`src/rtl/scx_slave_arbiter_if.sv`:
```
// Bus bundle between NREQ SCx requesters, the slave arbiter and the single SCx slave-wrapper port.
// The arbiter takes the slave modport; the requesters and downstream wrapper together form the master side.
interface scx_slave_arbiter_if #(
    parameter int NREQ = 2
);
    logic [NREQ-1:0]      M_REQ;
    logic [NREQ-1:0]      M_WT;
    logic [4*NREQ-1:0]    M_BE;
    logic [32*NREQ-1:0]   M_ADDR;
    logic [32*NREQ-1:0]   M_WDT;
    logic [NREQ-1:0]      M_nWAIT;
    logic [NREQ-1:0]      M_FAULT;
    logic [31:0]          M_RDT;

    logic                 SCx_REQ;
    logic                 SCx_WT;
    logic [3:0]           SCx_BE;
    logic [31:0]          SCx_ADDR;
    logic [31:0]          SCx_WDT;
    logic                 SCx_nWAIT;
    logic                 SCx_FAULT;
    logic                 SCx_TimeOut;
    logic [31:0]          SCx_RDT;

    modport slave (
        input  M_REQ, M_WT, M_BE, M_ADDR, M_WDT,
        output M_nWAIT, M_FAULT, M_RDT,
        output SCx_REQ, SCx_WT, SCx_BE, SCx_ADDR, SCx_WDT,
        input  SCx_nWAIT, SCx_FAULT, SCx_TimeOut, SCx_RDT
    );

    modport master (
        output M_REQ, M_WT, M_BE, M_ADDR, M_WDT,
        input  M_nWAIT, M_FAULT, M_RDT,
        input  SCx_REQ, SCx_WT, SCx_BE, SCx_ADDR, SCx_WDT,
        output SCx_nWAIT, SCx_FAULT, SCx_TimeOut, SCx_RDT
    );
endinterface

```
`src/rtl/scx_slave_arbiter.sv`:
```
// Round-robin arbiter sharing one SCx slave-wrapper port between NREQ requesters.
// Define SCX_ARB_WDOG_EN to add a watchdog that force-completes a stalled transfer with a fault.
module scx_slave_arbiter #(
    parameter int NREQ        = 2,
    parameter int IDW         = 1,
    parameter int WDOG_CYCLES = 255,
    parameter int WDOG_W      = 8
) (
    input  logic                 CLK,
    input  logic                 RST,
    scx_slave_arbiter_if.slave   bus,
    output logic                 o_GNT_VALID,
    output logic [IDW-1:0]       o_GNT_ID
);

    typedef enum logic {
        ST_ARB_IDLE,
        ST_ARB_BUSY
    } arbState_t;

    arbState_t          r_state;
    logic [IDW-1:0]     r_ptr;
    logic [IDW-1:0]     r_gntId;
    logic               r_gntValid;

    logic               w_found;
    logic [IDW-1:0]     w_winner;
    logic               w_busy;
    logic               w_req;
    logic               w_wt;
    logic [3:0]         w_be;
    logic [31:0]        w_addr;
    logic [31:0]        w_wdt;
    logic               w_wdogHit;
    logic               w_done;
    logic               w_fault;

    if ((NREQ < 2) || (NREQ > 8) || (IDW != $clog2(NREQ)) || ((2 ** WDOG_W) <= WDOG_CYCLES)) begin : g_paramCheck
        $error("scx_slave_arbiter: inconsistent NREQ/IDW/WDOG_CYCLES/WDOG_W");
    end

    // First pass finds a requester at or after ptr; second pass wraps to the lowest index.
    always_comb begin
        w_found  = 1'b0;
        w_winner = '0;
        for (int i = 0; i < NREQ; i++) begin
            if (!w_found && bus.M_REQ[i] && (IDW'(i) >= r_ptr)) begin
                w_found  = 1'b1;
                w_winner = IDW'(i);
            end
        end
        for (int i = 0; i < NREQ; i++) begin
            if (!w_found && bus.M_REQ[i]) begin
                w_found  = 1'b1;
                w_winner = IDW'(i);
            end
        end
    end

    always_comb begin
        w_req  = 1'b0;
        w_wt   = 1'b0;
        w_be   = '0;
        w_addr = '0;
        w_wdt  = '0;
        for (int i = 0; i < NREQ; i++) begin
            if (r_gntId == IDW'(i)) begin
                w_req  = bus.M_REQ[i];
                w_wt   = bus.M_WT[i];
                w_be   = bus.M_BE[4*i +: 4];
                w_addr = bus.M_ADDR[32*i +: 32];
                w_wdt  = bus.M_WDT[32*i +: 32];
            end
        end
    end

`ifdef SCX_ARB_WDOG_EN
    logic [WDOG_W-1:0]  r_wdogCnt;
    assign w_wdogHit = w_busy && w_req && (r_wdogCnt == WDOG_W'(WDOG_CYCLES));
`else
    assign w_wdogHit = 1'b0;
`endif

    // A pending synchronous reset suppresses any completion in its cycle.
    assign w_busy  = (r_state == ST_ARB_BUSY) && !RST;
    assign w_done  = w_busy && w_req && (bus.SCx_nWAIT || bus.SCx_TimeOut || w_wdogHit);
    assign w_fault = bus.SCx_FAULT || bus.SCx_TimeOut || w_wdogHit;

    assign bus.SCx_REQ  = w_busy && w_req && !w_wdogHit;
    assign bus.SCx_WT   = w_busy && w_wt;
    assign bus.SCx_BE   = w_busy ? w_be   : '0;
    assign bus.SCx_ADDR = w_busy ? w_addr : '0;
    assign bus.SCx_WDT  = w_busy ? w_wdt  : '0;
    assign bus.M_RDT    = w_busy ? bus.SCx_RDT : '0;

    always_comb begin
        bus.M_nWAIT = '0;
        bus.M_FAULT = '0;
        for (int i = 0; i < NREQ; i++) begin
            if (w_done && (r_gntId == IDW'(i))) begin
                bus.M_nWAIT[i] = 1'b1;
                bus.M_FAULT[i] = w_fault;
            end
        end
    end

    // An abort (request dropped before completion) returns to idle without moving ptr.
    always_ff @(posedge CLK) begin
        if (RST) begin
            r_state    <= ST_ARB_IDLE;
            r_ptr      <= '0;
            r_gntId    <= '0;
            r_gntValid <= 1'b0;
`ifdef SCX_ARB_WDOG_EN
            r_wdogCnt  <= '0;
`endif
        end else begin
            case (r_state)
                ST_ARB_IDLE: begin
                    if (w_found) begin
                        r_gntId    <= w_winner;
                        r_gntValid <= 1'b1;
                        r_state    <= ST_ARB_BUSY;
                    end
                end
                ST_ARB_BUSY: begin
                    if (w_done) begin
                        r_state    <= ST_ARB_IDLE;
                        r_gntValid <= 1'b0;
                        r_ptr      <= (r_gntId == IDW'(NREQ - 1)) ? '0 : r_gntId + 1'b1;
                    end else if (!w_req) begin
                        r_state    <= ST_ARB_IDLE;
                        r_gntValid <= 1'b0;
                    end
                end
            endcase
`ifdef SCX_ARB_WDOG_EN
            if (r_state == ST_ARB_IDLE) begin
                r_wdogCnt <= '0;
            end else if (!w_done) begin
                r_wdogCnt <= r_wdogCnt + 1'b1;
            end
`endif
        end
    end

    assign o_GNT_VALID = r_gntValid;
    assign o_GNT_ID    = r_gntId;

endmodule

```
`src/flat_wrapper.sv`:
```
// flat-port wrapper written by rule: the top's interface ports become plain ports
module scx_slave_arbiter_flat 
#(
    parameter int NREQ        = 2,
    parameter int IDW         = 1,
    parameter int WDOG_CYCLES = 255,
    parameter int WDOG_W      = 8
)
  (CLK, RST, o_GNT_VALID, o_GNT_ID, bus_M_REQ, bus_M_WT, bus_M_BE, bus_M_ADDR, bus_M_WDT, bus_M_nWAIT, bus_M_FAULT, bus_M_RDT, bus_SCx_REQ, bus_SCx_WT, bus_SCx_BE, bus_SCx_ADDR, bus_SCx_WDT, bus_SCx_nWAIT, bus_SCx_FAULT, bus_SCx_TimeOut, bus_SCx_RDT);
  scx_slave_arbiter_if #(.NREQ(NREQ)) bus_i ();
  input  logic CLK;
  input  logic RST;
  output logic o_GNT_VALID;
  output logic [IDW-1:0] o_GNT_ID;
  input wire logic [$bits(bus_i.M_REQ)-1:0] bus_M_REQ;
  input wire logic [$bits(bus_i.M_WT)-1:0] bus_M_WT;
  input wire logic [$bits(bus_i.M_BE)-1:0] bus_M_BE;
  input wire logic [$bits(bus_i.M_ADDR)-1:0] bus_M_ADDR;
  input wire logic [$bits(bus_i.M_WDT)-1:0] bus_M_WDT;
  output wire logic [$bits(bus_i.M_nWAIT)-1:0] bus_M_nWAIT;
  output wire logic [$bits(bus_i.M_FAULT)-1:0] bus_M_FAULT;
  output wire logic [$bits(bus_i.M_RDT)-1:0] bus_M_RDT;
  output wire logic [$bits(bus_i.SCx_REQ)-1:0] bus_SCx_REQ;
  output wire logic [$bits(bus_i.SCx_WT)-1:0] bus_SCx_WT;
  output wire logic [$bits(bus_i.SCx_BE)-1:0] bus_SCx_BE;
  output wire logic [$bits(bus_i.SCx_ADDR)-1:0] bus_SCx_ADDR;
  output wire logic [$bits(bus_i.SCx_WDT)-1:0] bus_SCx_WDT;
  input wire logic [$bits(bus_i.SCx_nWAIT)-1:0] bus_SCx_nWAIT;
  input wire logic [$bits(bus_i.SCx_FAULT)-1:0] bus_SCx_FAULT;
  input wire logic [$bits(bus_i.SCx_TimeOut)-1:0] bus_SCx_TimeOut;
  input wire logic [$bits(bus_i.SCx_RDT)-1:0] bus_SCx_RDT;
  assign bus_i.M_REQ = bus_M_REQ;
  assign bus_i.M_WT = bus_M_WT;
  assign bus_i.M_BE = bus_M_BE;
  assign bus_i.M_ADDR = bus_M_ADDR;
  assign bus_i.M_WDT = bus_M_WDT;
  assign bus_M_nWAIT = bus_i.M_nWAIT;
  assign bus_M_FAULT = bus_i.M_FAULT;
  assign bus_M_RDT = bus_i.M_RDT;
  assign bus_SCx_REQ = bus_i.SCx_REQ;
  assign bus_SCx_WT = bus_i.SCx_WT;
  assign bus_SCx_BE = bus_i.SCx_BE;
  assign bus_SCx_ADDR = bus_i.SCx_ADDR;
  assign bus_SCx_WDT = bus_i.SCx_WDT;
  assign bus_i.SCx_nWAIT = bus_SCx_nWAIT;
  assign bus_i.SCx_FAULT = bus_SCx_FAULT;
  assign bus_i.SCx_TimeOut = bus_SCx_TimeOut;
  assign bus_i.SCx_RDT = bus_SCx_RDT;
  scx_slave_arbiter #(.NREQ(NREQ), .IDW(IDW), .WDOG_CYCLES(WDOG_CYCLES), .WDOG_W(WDOG_W)) u_core (.CLK(CLK), .RST(RST), .bus(bus_i), .o_GNT_VALID(o_GNT_VALID), .o_GNT_ID(o_GNT_ID));
endmodule
```
`config.mk`:
```
export PLATFORM = sky130hd
export DESIGN_NAME = scx_slave_arbiter_flat
export DESIGN_NICKNAME = d
export VERILOG_FILES = /design/src/rtl/scx_slave_arbiter_if.sv /design/src/rtl/scx_slave_arbiter.sv /design/src/flat_wrapper.sv
export SDC_FILE = /design/constraint.sdc
export NUM_CORES = 1
export LEC_CHECK = 0
export BUFFER_PORTS_ARGS = -buffer_cell sky130_fd_sc_hd__buf_2
export CAP_MARGIN = 30
export CORE_AREA = 2 2 111 113
export DETAILED_ROUTE_END_ITERATION = 6
export DIE_AREA = 0 0 113 115
export PLACE_DENSITY = 0.59
export RECOVER_POWER = 50
export SYNTH_ARGS = -nofsm -noshare
export SYNTH_HDL_FRONTEND = slang
export SYNTH_SLANG_ARGS = --single-unit
```
`constraint.sdc`:
```
create_clock -name CLK -period 1.88 [get_ports CLK]
set_input_delay 0.282 -clock CLK [delete_from_list [all_inputs] [get_ports CLK]]
set_output_delay 0.282 -clock CLK [all_outputs]
set_load 0.05 [all_outputs]
```
==> run summary <==
The region available for standard cell placement spans 0.0118 mm². Predominant post-synthesis flop cell: dfxtp_1. Entering global routing, the biggest net connects 39 pins. Type of the most critical hold path: in -> reg.

The sum of negative setup slack was 0 ns; the static leakage power was 1.85 nW. The hold buffer count at CTS is 0, and the register bit count reported by yosys is 4. The final period utilization is 95.7%. Setup repair after global routing left no endpoint under its margin. TritonCTS built the clock tree. The cell occurring most often along the worst timing path is buf_12. The first TritonRoute pass finished after 5 iterations. Synthesis produced a netlist with a net count of 396.

Clock-pin slew was measured on the worst setup and hold paths at 0.03 ns. The final reports fail on DRC. The first-pass GRT wire length is 10,100 µm, and the clock insertion delay at the later pin of the skew report is 0.22 ns.

Across the VDD grid, the largest voltage drop is 0.000293 V. Headroom to the max-slew limit came out at 59.1%. In this run the horizontal extent of the chip is 113 µm.

Along the worst path, the maximum fanout reaches 19. The mean instance size in the synthesized netlist is 7.30 µm², and the post-detailed-route wirelength per cell is 11.0 µm. The CTS root buffer was clkbuf_16. Once the floorplan was initialized, standard cells occupied 13.5% of the core.

The die is 115 µm tall. For this block, the initial DRC count from the detailed router was 42. Post-CTS timing repair inserted 0 buffers for setup. The relative area change from synthesis to final layout was 135%.

The most repeated cell in the gate-level netlist after synthesis is mux2i_1. For the number of sinks driven by the clock tree, the log shows 4. STA classifies the critical path startpoint as a flop. Pin placement for this block handled 285 I/O pins. The instance count after placement with tap cells included was 640; the power density over the cells was 409 mW/mm². After the flow finishes, the layout carries non-filler instances totaling 644. Across all layers, the routed design uses 2,562 vias. The number of DRC violations after detailed routing is 16.

The run gives 6330 µm as the placed wire-length estimate after detailed placement. The number of failing setup endpoints in the final timing report was 0; the number of global-route vias before repair was 2,346. The row count is 40, and the data arrival time of the worst path is 1.52 ns. The highest-delay cell along the critical path is dfxtp_1. The net count of the finished layout is 675.

The number of violations of the max-capacitance limit came out at 0. Of the cells placed in the final design, the portion with a size suffix greater than 1 is 74.4%. For the aggregate global routing overflow, the log shows 0. The signal on the critical path passes through nand2b_4 > buf_12 > buf_12 > nor2_4 > buf_2. The number of diodes is 0, and the number of antenna violations at the first check in global routing is 0. The total power after layout is 1.53 mW, and the CTS buffer count is 3.

Count of warnings emitted by yosys: 0. Global routing used 9.26% of the available tracks across all layers. Level count of the clock H-tree: 1. The tools report the number of max-slew violations in the final report as 0. In this run, distinct cell masters in the synthesized netlist total 25. The worst path meets setup with 0.0802 ns of slack. The start-to-end type of the worst setup path is reg -> out. STA puts the critical path data required time at 1.60 ns. The via-per-instance ratio is 3.98, and the actual slew at the worst max-slew pin is 0.616 ns. For this run, the slowest stage of the critical path takes 0.43 ns.

The clock period could shrink to 1.80 ns. By area the synthesized netlist is led by mux2i_1 43%, nor2_1 15%, and2_1 12%. The total of fill cells in the finished design was 1,233; the synthesized cell area was 0.00160 mm². Critical path capture point type: a primary output. For the maximum clock skew at final layout, the log shows 0.00464 ns. OpenSTA, run right after detailed placement, puts the worst setup slack at 0.187 ns.

After detailed routing, the total wire length is 7090 µm. Synthesis produced 219 cells. The congestion estimate from routability-driven global placement came to 0.746. The maximum clock path buffer count is 2. After synthesis, the share of flip-flops with an asynchronous set or reset is 0%. The synthesized design devotes to its leading area cell type 43.2% of total area. The cell accounting for the most synthesized area is mux2i_1. Number of enable-type register cells in the synthesized netlist: 0. The sequential element share of the synthesized area was 5.01%.

The die covers 0.0130 mm². The logs give 0 for the count of final hold-check violations and 0 for the number of nets with antenna violations after routing. The run finished, with violations left.

After synthesis, the most frequently instantiated cells are 69 x mux2i_1, 62 x nor2_1, 30 x and2_1, 10 x nor2_4, 9 x buf_4. During placement, the flow inserted port buffers numbering 284. Derived from the worst setup path, the maximum achievable clock frequency is 556 MHz.
metrics by stage:
step	hold slack [ns]	util, %	cell area [µm²]
2_1_floorplan	0.344	-	2030
3_3_place_gp	0.488	31.0	3670
3_5_place_dp	0.490	31.0	3670
4_1_cts	0.299	31.8	3750
5_1_grt	0.332	31.8	3750
6_report	0.320	31.8	3750
path summary, 6_finish.rpt:
check / startpoint / endpoint / slack (ns) / depth (start not counted)
setup reg to reg: u_core.o_GNT_ID / u_core.r_ptr / 0.74 / 3
hold / removal: RST / u_core.o_GNT_ID / 0.32 / 2
hold reg to reg: u_core.o_GNT_VALID / u_core.o_GNT_VALID / 0.49 / 2
setup / recovery: u_core.r_state / bus_SCx_ADDR[13] / 0.08 / 5
layout make-up:
type                    instances  area, µm²  share of cell area (%)
inverters                       2       7.51                   0.200
clock buffers                   4       78.8                    2.10
repair buffers                294       1590                    42.2
multi-input cells             193       1810                    48.3
flip-flops and latches          4       83.8                    2.23
well taps                     147        184                    4.90
flip-flops by register name (all words and copies together), names as in the netlist:
register and count:
u_core.o_GNT_ID 1, u_core.o_GNT_VALID 1, u_core.r_ptr 1, u_core.r_state 1
per-layer routing:
metal  share of wire [%]  track usage (%)  wire length (µm)
met4                0.44             1.46                31
met2                  56             19.0              3970
met5                   0                0                 0
met1                  35             10.1              2490
met3                 8.5             1.37               602
kinds of logic after synthesis:
logic type,after synthesis,share of synthesized area [%]
AOI/OAI and AO/OA,7,2.58
and+or+nand+nor,116,39.0
DFF,4,5.01
muxes,70,43.9
buffers and inverters,22,9.48
critical path: cells and delay by family (launching register included):
family	cells	cell delay (ns)
buffers and inverters	3	0.64
DFF	1	0.43
and+or+nand+nor	2	0.19
report_power, final:
group,leakage [nW],total [mW],switching (mW),internal (mW)
Sequential,0.0338,0.100,0.00826,0.0917
Combinational,1.78,1.10,0.705,0.392
Clock,0.0382,0.338,0.0577,0.280
layout by cell type (no fill, tap or decap), drive strengths merged:
master    n
a21oi     3
a31oi     1
and2     33
and2b     1
and4      1
buf     243
clkbuf   55
dfxtp     4
inv       2
mux2      1
mux2i    69
nand2b    1
nand3     2
nor2     72
nor2b     1
nor3      4
o211ai    1
o21ai     1
o31ai     1
or2       1
timing repair:
item                       CTS  global route
setup endpoints to repair   33            32
gates cloned                 0             0
pin swaps                    0             0
gates resized for setup      2             1
Power figures use the tool's default switching activity.
